==> src/rtl/axil_ram_arbiter_pkg.sv <==
// Shared types and helpers for the AXI-Lite RAM arbiter.
package axil_arb_pkg;

  typedef enum logic [2:0] {
    IDLE,
    RD_ADDR,
    RD_DATA,
    WR_ADDR,
    WR_RESP
  } arb_state_t;

  localparam int AXIL_RESP_ERR_BIT = 1;

  function automatic logic [31:0] word_to_byte_addr(input logic [31:0] idx);
    return idx << 2;
  endfunction

endpackage

==> src/rtl/axil_ram_arbiter_if.sv <==
// AXI-Lite master port bundle between the arbiter and the RAM wrapper.
interface axil_ram_arbiter_if #(
  parameter int ADDR_WIDTH = 16,
  parameter int DATA_WIDTH = 32
);
  logic [ADDR_WIDTH-1:0]   araddr;
  logic [2:0]              arprot;
  logic                    arvalid;
  logic                    arready;
  logic [DATA_WIDTH-1:0]   rdata;
  logic [1:0]              rresp;
  logic                    rvalid;
  logic                    rready;
  logic [ADDR_WIDTH-1:0]   awaddr;
  logic [2:0]              awprot;
  logic                    awvalid;
  logic                    awready;
  logic [DATA_WIDTH-1:0]   wdata;
  logic [DATA_WIDTH/8-1:0] wstrb;
  logic                    wvalid;
  logic                    wready;
  logic [1:0]              bresp;
  logic                    bvalid;
  logic                    bready;

  modport master (
    output araddr, arprot, arvalid, rready,
    output awaddr, awprot, awvalid, wdata, wstrb, wvalid, bready,
    input  arready, rdata, rresp, rvalid, awready, wready, bresp, bvalid
  );

  modport slave (
    input  araddr, arprot, arvalid, rready,
    input  awaddr, awprot, awvalid, wdata, wstrb, wvalid, bready,
    output arready, rdata, rresp, rvalid, awready, wready, bresp, bvalid
  );
endinterface

==> src/rtl/axil_ram_arbiter_rr_arbiter.sv <==
// Combinational round-robin pick: first requester at or after last_grant+1.
module rr_arbiter #(
  parameter  int N     = 2,
  localparam int IDX_W = (N > 1) ? $clog2(N) : 1
) (
  input  logic [N-1:0]     req,
  input  logic [IDX_W-1:0] last_grant,
  output logic [N-1:0]     grant,
  output logic [IDX_W-1:0] grant_idx
);

  int   cand;
  logic found;

  always_comb begin
    grant     = '0;
    grant_idx = '0;
    found     = 1'b0;
    cand      = 0;
    for (int i = 1; i <= N; i++) begin
      cand = int'(last_grant) + i;
      if (cand >= N) cand = cand - N;
      if (!found && |(req & (N'(1) << cand))) begin
        found     = 1'b1;
        grant     = N'(1) << cand;
        grant_idx = IDX_W'(cand);
      end
    end
  end

endmodule

==> src/rtl/axil_ram_arbiter.sv <==
// Serialises word-indexed requests from several kernels onto one AXI-Lite
// master port, one transaction at a time, with round-robin selection.
module axil_ram_arbiter
  import axil_arb_pkg::*;
#(
  parameter int NUM_REQ    = 2,
  parameter int ADDR_WIDTH = 16,
  parameter int DATA_WIDTH = 32
) (
  input  logic                          clk,
  input  logic                          rst,
  input  logic [NUM_REQ-1:0]            req_valid,
  output logic [NUM_REQ-1:0]            req_ready,
  input  logic [NUM_REQ-1:0]            req_write,
  input  logic [NUM_REQ*32-1:0]         req_addr,
  input  logic [NUM_REQ*DATA_WIDTH-1:0] req_wdata,
  output logic [NUM_REQ-1:0]            resp_valid,
  output logic [DATA_WIDTH-1:0]         resp_rdata,
  output logic                          resp_err,
  axil_ram_arbiter_if.master            m_axil
);

  localparam int IDX_W = $clog2(NUM_REQ);

  arb_state_t             state_q;
  arb_state_t             state_d;
  logic [IDX_W-1:0]       last_grant;
  logic [IDX_W-1:0]       owner;
  logic [IDX_W-1:0]       arb_idx;
  logic [NUM_REQ-1:0]     arb_grant;
  logic [31:0]            lat_addr;
  logic [DATA_WIDTH-1:0]  lat_wdata;
  logic                   aw_done;
  logic                   w_done;
  logic                   start;
  logic                   unused_resp_bits;

  rr_arbiter #(.N(NUM_REQ)) u_rr (
    .req        (req_valid),
    .last_grant (last_grant),
    .grant      (arb_grant),
    .grant_idx  (arb_idx)
  );

  // Grant is only offered from IDLE and never while reset is asserted.
  assign start     = (state_q == IDLE) && (|req_valid) && !rst;
  assign req_ready = start ? arb_grant : '0;

  assign m_axil.araddr  = ADDR_WIDTH'(word_to_byte_addr(lat_addr));
  assign m_axil.awaddr  = ADDR_WIDTH'(word_to_byte_addr(lat_addr));
  assign m_axil.arprot  = 3'b000;
  assign m_axil.awprot  = 3'b000;
  assign m_axil.arvalid = (state_q == RD_ADDR);
  assign m_axil.rready  = (state_q == RD_DATA);
  assign m_axil.awvalid = (state_q == WR_ADDR) && !aw_done;
  assign m_axil.wvalid  = (state_q == WR_ADDR) && !w_done;
  assign m_axil.wdata   = lat_wdata;
  assign m_axil.wstrb   = '1;
  assign m_axil.bready  = (state_q == WR_RESP);

  assign unused_resp_bits = ^{m_axil.rresp[0], m_axil.bresp[0]};

  always_comb begin
    state_d = state_q;
    case (state_q)
      IDLE:    if (start) state_d = req_write[arb_idx] ? WR_ADDR : RD_ADDR;
      RD_ADDR: if (m_axil.arready) state_d = RD_DATA;
      RD_DATA: if (m_axil.rvalid) state_d = IDLE;
      WR_ADDR: if ((aw_done || m_axil.awready) && (w_done || m_axil.wready)) state_d = WR_RESP;
      WR_RESP: if (m_axil.bvalid) state_d = IDLE;
      default: state_d = IDLE;
    endcase
  end

  always_ff @(posedge clk) begin
    if (rst) begin
      state_q    <= IDLE;
      last_grant <= IDX_W'(NUM_REQ - 1);
      owner      <= '0;
      lat_addr   <= '0;
      lat_wdata  <= '0;
      aw_done    <= 1'b0;
      w_done     <= 1'b0;
      resp_valid <= '0;
      resp_rdata <= '0;
      resp_err   <= 1'b0;
    end else begin
      state_q    <= state_d;
      resp_valid <= '0;
      case (state_q)
        IDLE: begin
          if (start) begin
            last_grant <= arb_idx;
            owner      <= arb_idx;
            lat_addr   <= 32'(req_addr >> (32 * int'(arb_idx)));
            lat_wdata  <= DATA_WIDTH'(req_wdata >> (DATA_WIDTH * int'(arb_idx)));
            aw_done    <= 1'b0;
            w_done     <= 1'b0;
          end
        end
        RD_DATA: begin
          if (m_axil.rvalid) begin
            resp_rdata <= m_axil.rdata;
            resp_err   <= m_axil.rresp[AXIL_RESP_ERR_BIT];
            resp_valid <= NUM_REQ'(1) << owner;
          end
        end
        // AW and W complete independently; each valid drops once its flag sets.
        WR_ADDR: begin
          if (m_axil.awready) aw_done <= 1'b1;
          if (m_axil.wready)  w_done  <= 1'b1;
        end
        WR_RESP: begin
          if (m_axil.bvalid) begin
            resp_err   <= m_axil.bresp[AXIL_RESP_ERR_BIT];
            resp_valid <= NUM_REQ'(1) << owner;
          end
        end
        default: ;
      endcase
    end
  end

endmodule

==> src/flat_wrapper.sv <==
// flat-port wrapper written by rule: the top's interface ports become plain ports
module axil_ram_arbiter_flat import axil_arb_pkg::*;
#(
  parameter int NUM_REQ    = 2,
  parameter int ADDR_WIDTH = 16,
  parameter int DATA_WIDTH = 32
)
  (clk, rst, req_valid, req_ready, req_write, req_addr, req_wdata, resp_valid, resp_rdata, resp_err, m_axil_araddr, m_axil_arprot, m_axil_arvalid, m_axil_rready, m_axil_awaddr, m_axil_awprot, m_axil_awvalid, m_axil_wdata, m_axil_wstrb, m_axil_wvalid, m_axil_bready, m_axil_arready, m_axil_rdata, m_axil_rresp, m_axil_rvalid, m_axil_awready, m_axil_wready, m_axil_bresp, m_axil_bvalid);
  axil_ram_arbiter_if #(.ADDR_WIDTH(ADDR_WIDTH), .DATA_WIDTH(DATA_WIDTH)) m_axil_i ();
  input  logic clk;
  input  logic rst;
  input  logic [NUM_REQ-1:0] req_valid;
  output logic [NUM_REQ-1:0] req_ready;
  input  logic [NUM_REQ-1:0] req_write;
  input  logic [NUM_REQ*32-1:0] req_addr;
  input  logic [NUM_REQ*DATA_WIDTH-1:0] req_wdata;
  output logic [NUM_REQ-1:0] resp_valid;
  output logic [DATA_WIDTH-1:0] resp_rdata;
  output logic resp_err;
  output wire logic [$bits(m_axil_i.araddr)-1:0] m_axil_araddr;
  output wire logic [$bits(m_axil_i.arprot)-1:0] m_axil_arprot;
  output wire logic [$bits(m_axil_i.arvalid)-1:0] m_axil_arvalid;
  output wire logic [$bits(m_axil_i.rready)-1:0] m_axil_rready;
  output wire logic [$bits(m_axil_i.awaddr)-1:0] m_axil_awaddr;
  output wire logic [$bits(m_axil_i.awprot)-1:0] m_axil_awprot;
  output wire logic [$bits(m_axil_i.awvalid)-1:0] m_axil_awvalid;
  output wire logic [$bits(m_axil_i.wdata)-1:0] m_axil_wdata;
  output wire logic [$bits(m_axil_i.wstrb)-1:0] m_axil_wstrb;
  output wire logic [$bits(m_axil_i.wvalid)-1:0] m_axil_wvalid;
  output wire logic [$bits(m_axil_i.bready)-1:0] m_axil_bready;
  input wire logic [$bits(m_axil_i.arready)-1:0] m_axil_arready;
  input wire logic [$bits(m_axil_i.rdata)-1:0] m_axil_rdata;
  input wire logic [$bits(m_axil_i.rresp)-1:0] m_axil_rresp;
  input wire logic [$bits(m_axil_i.rvalid)-1:0] m_axil_rvalid;
  input wire logic [$bits(m_axil_i.awready)-1:0] m_axil_awready;
  input wire logic [$bits(m_axil_i.wready)-1:0] m_axil_wready;
  input wire logic [$bits(m_axil_i.bresp)-1:0] m_axil_bresp;
  input wire logic [$bits(m_axil_i.bvalid)-1:0] m_axil_bvalid;
  assign m_axil_araddr = m_axil_i.araddr;
  assign m_axil_arprot = m_axil_i.arprot;
  assign m_axil_arvalid = m_axil_i.arvalid;
  assign m_axil_rready = m_axil_i.rready;
  assign m_axil_awaddr = m_axil_i.awaddr;
  assign m_axil_awprot = m_axil_i.awprot;
  assign m_axil_awvalid = m_axil_i.awvalid;
  assign m_axil_wdata = m_axil_i.wdata;
  assign m_axil_wstrb = m_axil_i.wstrb;
  assign m_axil_wvalid = m_axil_i.wvalid;
  assign m_axil_bready = m_axil_i.bready;
  assign m_axil_i.arready = m_axil_arready;
  assign m_axil_i.rdata = m_axil_rdata;
  assign m_axil_i.rresp = m_axil_rresp;
  assign m_axil_i.rvalid = m_axil_rvalid;
  assign m_axil_i.awready = m_axil_awready;
  assign m_axil_i.wready = m_axil_wready;
  assign m_axil_i.bresp = m_axil_bresp;
  assign m_axil_i.bvalid = m_axil_bvalid;
  axil_ram_arbiter #(.NUM_REQ(NUM_REQ), .ADDR_WIDTH(ADDR_WIDTH), .DATA_WIDTH(DATA_WIDTH)) u_core (.clk(clk), .rst(rst), .req_valid(req_valid), .req_ready(req_ready), .req_write(req_write), .req_addr(req_addr), .req_wdata(req_wdata), .resp_valid(resp_valid), .resp_rdata(resp_rdata), .resp_err(resp_err), .m_axil(m_axil_i));
endmodule
==> config.mk <==
export PLATFORM = sky130hd
export DESIGN_NAME = axil_ram_arbiter_flat
export DESIGN_NICKNAME = d
export VERILOG_FILES = /design/src/rtl/axil_ram_arbiter_pkg.sv /design/src/rtl/axil_ram_arbiter_if.sv /design/src/rtl/axil_ram_arbiter_rr_arbiter.sv /design/src/rtl/axil_ram_arbiter.sv /design/src/flat_wrapper.sv
export SDC_FILE = /design/constraint.sdc
export NUM_CORES = 1
export LEC_CHECK = 0
export ABC_AREA = 1
export ABC_CLOCK_PERIOD_IN_PS = 1900
export CAP_MARGIN = 40
export CORE_MARGIN = 10
export CORE_UTILIZATION = 35
export DETAILED_ROUTE_END_ITERATION = 10
export HOLD_SLACK_MARGIN = 0.03
export PLACE_DENSITY_LB_ADDON = 0.15
export SLEW_MARGIN = 0
export SYNTH_ARGS = -nofsm -noshare
export SYNTH_HDL_FRONTEND = slang
export SYNTH_SLANG_ARGS = --single-unit
==> constraint.sdc <==
create_clock -name clk -period 1.9 [get_ports clk]
set_clock_uncertainty 0.15 [all_clocks]
set_input_delay 0.38 -clock clk [delete_from_list [all_inputs] [get_ports clk]]
set_output_delay 0.38 -clock clk [all_outputs]
set_load 0.1 [all_outputs]
Word-level counts from Yosys, hierarchy flattened
Index checks and enable logic that the tools add are counted.
- bits in latches: 0
- RAM bits: 0
- register bits after elaboration: 88
- memory bits (read-only): 0
- memories: 0
- output and inout bits: 116
- logic and storage cells: 87
- bits of input ports: 175
- mux-type cells: 28
- add/sub/neg operators: 4
- eq/ne operators: 11
- bitwise operators: 2
- order comparisons: 3
- divide/modulo/power cells: 0
- reduce and logical (&&, ||, !) cells: 24
- multiply operators: 0
- shift-type cells: 5
- operator list (kind ; count):
    $mux W32 ; 2
    $shl A1 B32 Y2 const A ; 2
    $shr A64 B6 Y14 ; 1
    $shr A64 B6 Y32 ; 1
    $ge A32 B3 Y1 const B ; 1
    $sub A32 B3 Y32 const B ; 1
    $mux W3 ; 5
    $pmux W3 S5 ; 1
    $mux W2 ; 6
    $mux W1 ; 10
    $reduce_and A3 Y1 ; 3
    $ne A2 B1 Y1 const B ; 4
    $eq A3 B2 Y1 const B ; 2
    $logic_and A1 B1 Y1 ; 6
    $ne A2 B2 Y1 const B ; 3
    $pmux W1 S2 ; 3
    $reduce_or A2 Y1 ; 3
    $reduce_and A5 Y1 ; 1
    $and A2 B2 Y2 ; 2
    $logic_not A1 Y1 ; 4
    $pmux W2 S2 ; 1
    $reduce_and A2 Y1 ; 2
    $reduce_bool A2 Y1 ; 2
    $sub A3 B2 Y4 const B ; 1
    other kinds (9) ; 10

Depth between registers and ports, before layout
Gate-level depths: netlist (run 1).
- depth after elaboration: 15
- gate-level depth with buffers: 9
- depth with buffers taken out: 8

Hierarchy
Synthesis (run 1) repeated with hierarchy kept, for this count alone.
- cells, all modules: 520
- area, all modules: 3793.6 um2
- modules (own cells, without submodules) (module ; sequential area each (um2) ; cells each ; area each (um2) ; instances):
    axil_ram_arbiter ; 1761.7 ; 514 ; 3766.1 ; 1
    rr_arbiter ; 0.0 ; 6 ; 27.5 ; 1

Worst setup path before layout (run 1)
OpenSTA, ideal clock, no wires.
- path kind: register -> output
- start point: register u_core.state_q[0]
- end point: output req_ready[0]
- data required time: 1.370 ns
- path buffers: 1
- setup slack: -0.787 ns
- arrival time: 2.157 ns
- stages on the path, launching flop included: 7
- path through: dfxtp_1 -> nor2_4 -> nand2_2 -> nor2_4 -> inv_2 -> buf_2 -> nor2_1
- cells in the longest elaborated chain, start to end: 4
- ends and longest elaborated chain (what ; line ; source):
    from (decl) ; axil_ram_arbiter.sv:25 ; arb_state_t state_q;
    from (signal assigned) ; axil_ram_arbiter.sv:88 ; state_q <= state_d;
    $logic_not A3 Y1 ; axil_ram_arbiter.sv:46 ; assign start = (state_q == IDLE) && (|req_valid) && !rst;
    $logic_and A1 B1 Y1 (2 in a row) ; axil_ram_arbiter.sv:46 ;
    $mux W2 ; axil_ram_arbiter.sv:47 ; assign req_ready = start ? arb_grant : '0;
    to (decl) ; flat_wrapper.sv:13 ; output logic [NUM_REQ-1:0] req_ready;
Every way passes these cells.

Worst setup path after layout (run 1)
Same ends and word-level chain as after synthesis.

==> reports/summary.txt, run 1 <==
Rel. slew slack -> 63.0%
Fmax -> 524 MHz
Synth Instances -> 569
Max Slew Vio Count -> 0
CORE AREA -> 11,000 sq um
Largest net degree at the start of global routing -> 51
Peak VDD IR -> 0.00104 V
Final Wtd Congestion -> 0.811
Die ar. -> 16,100 sq um
Routed Antenna Nets -> 0
Pwr dens -> 1440 nW/um^2
Crit end category -> output port
Crit-path max FO -> 4
CP Launch Type -> flop
Setup TNS -> -0.0137 ns
Total global-route track usage -> 18.9%
Final Cycle Share -> 101%
Critical R2R Capture -> u_core.m_axil.wdata[1]$_SDFFE_PP0P_
Area of placed instances -> 7440 sq um
Vias -> 4,477
Status -> finished with violations
Row Count -> 38
Sequential-to-total area share from yosys stat -> 44.2%
Syn-to-layout area delta -> 95.1%
Slew @ Worst Pin -> 0.555 ns
Worst path required time -> 1.37 ns
Minimum clock period -> 1.91 ns
Clock Latency Late Sink -> 0.34 ns
Hold Crit Class -> flop to flop
Yosys top cell area share -> 44.2%
TritonRoute pass-1 iters -> 4
Hold path startpoint -> u_core.owner$_SDFFE_PP0P_
Yosys warning count -> 0
DP HPWL -> 12,400 um
Reg2reg setup slack -> 0.26 ns
Worst reg-to-reg path cell count -> 7
Nets -> 964
Die Y -> 127 um
1st-iter DRT viols -> 288
Pre-CTS setup slack -> -0.157 ns
Grt total ovfl -> 0
Overall power -> 11.2 mW
Most common cell after layout, fill and taps aside -> clkdlybuf4s50_1
Via/cell ratio -> 4.79
Avg Inst Size Synth -> 7.01 sq um
FILL cells -> 846
Final wirelength -> 15,800 um
Initial core utilization -> 36.3%
Final Setup Violations -> 2
H-tree levels -> 3
Antenna violations before repair -> 1
Clock Sinks -> 88
Static leakage -> 3.29 nW
Min Hold Slack -> 0.276 ns
Number of global-route vias before repair -> 4,581
Kind of critical path -> flop to output port
Cell accounting for the most synthesized area -> dfxtp_1
Failing checks -> negative setup slack
IO Count -> 291
IO Port Bufs -> 238
Mapped Area -> 3990 sq um
Max cap viols -> 0
RR Startpoint -> u_core.state_q[0]$_SDFFE_PP0P_
Most frequent cells in the layout -> 133 x clkdlybuf4s50_1, 105 x buf_12, 102 x nand2_1, 72 x dfxtp_1, 69 x nand3_1
Finished Cell Area -> 7780 sq um
Wire per inst -> 16.9 um
RSZ-0062 raised after global routing -> true
Cts bufs inserted -> 9
Die width -> 127 um
Post-synth cell types -> 20
#FFs+latches synth -> 88
Clock slew at reported path FFs -> 0.06 ns
Hold path depth -> 1
Crit path DAT -> 1.38 ns
Clock Root Buffer -> clkbuf_16
Hold Path End -> u_core.resp_valid[0]$_SDFF_PP0_
FF/Latch Area -> 1780 sq um
Setup ws final -> -0.00997 ns
TritonCTS clock tree -> done
Clock Path Buffers -> 2
Drt drc -> 0
Multi-input logic area -> 1730 sq um
Layout cell share with drive strength beyond 1 -> 21.8%
Hold Violations, Final -> 0
Largest cells by area after synthesis -> dfxtp_1 44%, nand2_1 9.8%, nand3_1 8.7%, nor2_1 6.5%, buf_4 5.8%
First-pass GRT wire length -> 24,400 um
## cell families (layout without fill, tap and decap cells)
logic type	count (synthesis)	after routing	synth area share, %
AND/OR/NAND/NOR	249	249	26.2
AO/OA/AOI/OAI	119	119	15.0
buffers and inverters	111	323	14.5
flip-flops	88	88	44.2
other	2	15	0.188
## Yosys cell counts
cell type and instances:
nand2_1 104, dfxtp_1 88, nand3_1 69, nor2_1 69, o21ai_1 43, inv_1 40
o21ai_0 39, a21oi_1 36, buf_4 31, buf_2 17, clkbuf_1 13, inv_2 4
buf_1 3, buf_6 3, nor3_1 3, conb_1 2, nor2_4 2, nand2_2 1
nor4_1 1, o31ai_1 1
## metal layers
layer  vias to the layer above  routed length (um)  track usage, %
met5                         -                   0               0
met4                         0                 346            6.56
met3                        23                1680            8.29
met2                       204                7890            32.9
met1                      2019                5910            19.8
li1                       2231                   -               -
## area by class of cell
class                      count  area share, %
inverter                      44           2.22
clock buffer                  10           2.94
timing repair buffer         264           46.7
clock inverter                 5          0.756
sequential                    88           22.9
antenna                        1         0.0321
multi-input combinational    382           22.2
tap                          140           2.25
## worst max-delay path, cell delays in order (launching register included)
cell     delay [ns]
dfxtp_2        0.35
nor2_4         0.14
nand2_4        0.08
nor2_4         0.11
inv_4          0.06
nor2_4         0.12
buf_12         0.18
## through the flow
step | instances | util (%)
global route | 934 | 70.9
floorplan | 581 | -
detailed placement | 913 | 67.7
CTS | 933 | 70.8
global placement | 913 | 67.7
finish | 934 | 70.9
## what timing repair did
| item | CTS | global route |
|---|---|---|
| setup endpoints to repair | 5 | 6 |
| resized for setup | 11 | 2 |
| hold buffers | 0 | 0 |
| gates cloned | 0 | 0 |
| pin swaps | 6 | 2 |
| buffers inserted | 5 | 0 |
## sequential cells by signal, indices dropped and copies added (netlist names)
| signal | count |
|---|---|
| u_core.aw_done | 1 |
| u_core.last_grant | 1 |
| u_core.lat_addr | 14 |
| u_core.m_axil.wdata | 32 |
| u_core.owner | 1 |
| u_core.resp_err | 1 |
| u_core.resp_rdata | 32 |
| u_core.resp_valid | 2 |
| u_core.state_q | 3 |
| u_core.w_done | 1 |
## worst max path at each step
stage                                         startpoint           end  slack (ns)
final                     u_core.state_q[0]$_SDFFE_PP0P_  req_ready[0]       -0.01
after global routing      u_core.state_q[0]$_SDFFE_PP0P_  req_ready[1]       -0.07
after CTS                 u_core.state_q[1]$_SDFFE_PP0P_  req_ready[1]       -0.04
after detailed placement                    req_valid[1]  req_ready[1]       -0.16
after global placement                      req_valid[1]  req_ready[1]       -0.14
after floorplan                             req_valid[0]  req_ready[0]       -0.05
## report_power, final
| group | switching [mW] | internal [mW] | total, mW |
|---|---|---|---|
| clock network | 0.738 | 1.01 | 1.75 |
| logic | 4.44 | 2.35 | 6.78 |
| registers | 0.466 | 2.25 | 2.71 |
| total | 5.64 | 5.61 | 11.2 |
Note: power is estimated with default switching activity, not from simulation.
==> run 2, diff against run 1 <==
TNS_END_PERCENT = 30   (was default)
==> run 2 against run 1 <==
  * The flow still finishes with violations (negative setup slack)
  * Highest routed layer unchanged
  * Clock-buffer cell count grew 1
  * Maximum frequency is 2.2% lower
  * Final cell count is 0.86% higher
  * Critical path type unchanged
  * Die area stayed put
==> reports/summary.txt, run 2 (synthesis results as in run 1) <==
H-tree levels -> 3 (unchanged)
Clock Path Buffers -> 2 (unchanged)
Final Wtd Congestion -> 0.799 (-1.4%)
Die Y -> 127 um (unchanged)
Clock Sinks -> 88 (unchanged)
CORE AREA -> 11,000 sq um (unchanged)
Final wirelength -> 16,100 um (+1.9%)
Routed Antenna Nets -> 0 (unchanged)
Die ar. -> 16,100 sq um (unchanged)
Most common cell after layout, fill and taps aside -> clkdlybuf4s50_1
RR Startpoint -> u_core.state_q[0]$_SDFFE_PP0P_
Minimum clock period -> 1.95 ns (+0.0429 ns)
Largest net degree at the start of global routing -> 51 (unchanged)
Clock Latency Late Sink -> 0.34 ns (about the same)
RSZ-0062 raised after global routing -> true
TritonRoute pass-1 iters -> 6 (+2)
Total global-route track usage -> 19.0% (+0.11 points)
Finished Cell Area -> 7820 sq um (+0.47%)
Placed cells -> 915 (+0.22%)
Max Slew Vio Count -> 0 (unchanged)
Kind of critical path -> flop to output port
Clock Root Buffer -> clkbuf_16
TritonCTS clock tree -> done
Crit path DAT -> 1.42 ns (+0.04 ns)
Final Cycle Share -> 103% (+2.3 points)
Final design utilization -> 71.2% (+0.33 points)
Layout cell share with drive strength beyond 1 -> 20.8% (-0.97 points)
Area of placed instances -> 7420 sq um (-0.20%)
Hold path startpoint -> u_core.owner$_SDFFE_PP0P_
Cell Chain, Critical Path -> nor2_4 > nand2_4 > nor2_4 > inv_4 > nor2_4 > buf_12
Die width -> 127 um (unchanged)
CP Launch Type -> flop
Fmax -> 512 MHz (-2.2%)
Syn-to-layout area delta -> 96.0%
FF/Latch Area -> 1770 sq um (-0.84%)
Multi-input logic area -> 1730 sq um (unchanged)
Status -> finished with violations
IO Count -> 291 (unchanged)
FILL cells -> 860 (+1.7%)
Pwr dens -> 1450 nW/um^2 (about the same)
DP HPWL -> 12,700 um (+2.6%)
Initial core utilization -> 36.3% (unchanged)
Slew @ Worst Pin -> 0.557 ns (+0.00284 ns)
Critical path launch point -> u_core.state_q[0]$_SDFFE_PP0P_
Setup ws final -> -0.0529 ns (-0.0429 ns)
Worst path required time -> 1.37 ns (about the same)
Hold Crit Class -> flop to flop
Most frequent cells in the layout -> 133 x clkdlybuf4s50_1, 104 x buf_12, 102 x nand2_1, 86 x dfxtp_1, 69 x nand3_1
Largest stage delay on the critical path -> 0.36 ns (about the same)
Row Count -> 38 (unchanged)
Final Setup Violations -> 3 (+1)
Overall power -> 11.3 mW (+0.56%)
Cts bufs inserted -> 9 (unchanged)
Antenna violations before repair -> 1 (unchanged)
Hold_buf cts -> 0 (unchanged)
Clock slew at reported path FFs -> 0.07 ns (about the same)
Rel. slew slack -> 62.8% (-0.19 points)
Static leakage -> 3.33 nW (+1.1%)
Vias -> 4,553 (+1.7%)
Drt drc -> 0 (unchanged)
Crit-path max FO -> 4 (unchanged)
1st-iter DRT viols -> 250 (-13%)
Nets -> 971 (+0.73%)
Via/cell ratio -> 4.83 (+0.83%)
First-pass GRT wire length -> 24,700 um (+1.3%)
Number of global-route vias before repair -> 4,594 (+0.28%)
Grt total ovfl -> 0 (unchanged)
Peak VDD IR -> 0.00100 V (-3.4%)
Hold Violations, Final -> 0 (unchanged)
Crit end category -> output port
Post-route non-filler standard cell count -> 942 (+0.86%)
IO Port Bufs -> 238 (unchanged)
Max cap viols -> 0 (unchanged)
Cell mode on critical path -> nor2_4
Wire per inst -> 17.1 um (+1.0%)
CP max-delay cell -> dfxtp_4
Failing checks -> negative setup slack
## run 2: worst paths after layout
path | to | slack, ns | depth (start not counted)
max | req_ready[1] | -0.05 | 6
min | u_core.resp_valid[0]$_SDFF_PP0_ | 0.28 | 1
max reg2reg | u_core.w_done$_SDFFE_PP0P_ | 0.13 | 9
min reg2reg | u_core.resp_valid[0]$_SDFF_PP0_ | 0.28 | 1
## run 2: final cells by class
class / instances / area share (%)
Clock buffer: 11 / 3.10
Inverter: 44 / 2.21
Sequential cell: 88 / 22.6
Clock inverter: 5 / 0.720
Timing Repair Buffer: 271 / 47.0
Tap cell: 140 / 2.24
Antenna cell: 1 / 0.0320
Multi-Input combinational cell: 382 / 22.1
## run 2: what timing repair did
action / 4_1_cts / 5_1_grt
buffers inserted: 7 / 3
endpoints found under the hold margin: 0 / 0
setup endpoints to repair: 5 / 6
pin swaps: 4 / 4
gates resized for setup: 10 / 4
## run 2: critical path: cells and delay by family, from the launching register on
kind / cells / cell delay, ns
buf+inv: 2 / 0.26
flops: 1 / 0.36
simple gates: 4 / 0.47
## run 2: per-layer routing
layer | routed length, um | vias up | part of all wire [%] | track usage [%]
met2 | 8220 | 193 | 51 | 32.8
li1 | - | 2245 | - | -
met1 | 5980 | 2091 | 37 | 19.9
met4 | 381 | 0 | 2.4 | 7.70
met3 | 1550 | 24 | 9.6 | 7.87
met5 | 0 | - | 0 | 0
## run 2: power breakdown
group	switching, mW	internal, mW
combinational	4.45	2.37
clock	0.743	1.05
sequential	0.463	2.23
## run 2: stage by stage
step	setup WS, ns	setup TNS [ns]	hold WS, ns
floorplan	-0.0544	-0.157	0.250
global placement	-0.226	-6.88	0.261
detailed placement	-0.266	-8.97	0.268
CTS	-0.0713	-0.114	0.284
global route	-0.145	-0.441	0.319
finish	-0.0529	-0.104	0.281
==> run 3, diff against run 2 <==
CTS_CLUSTER_SIZE = 30   (was default)
==> results of run 3 <==
The final DEF is identical to that of run 2; final timing and power are the same.
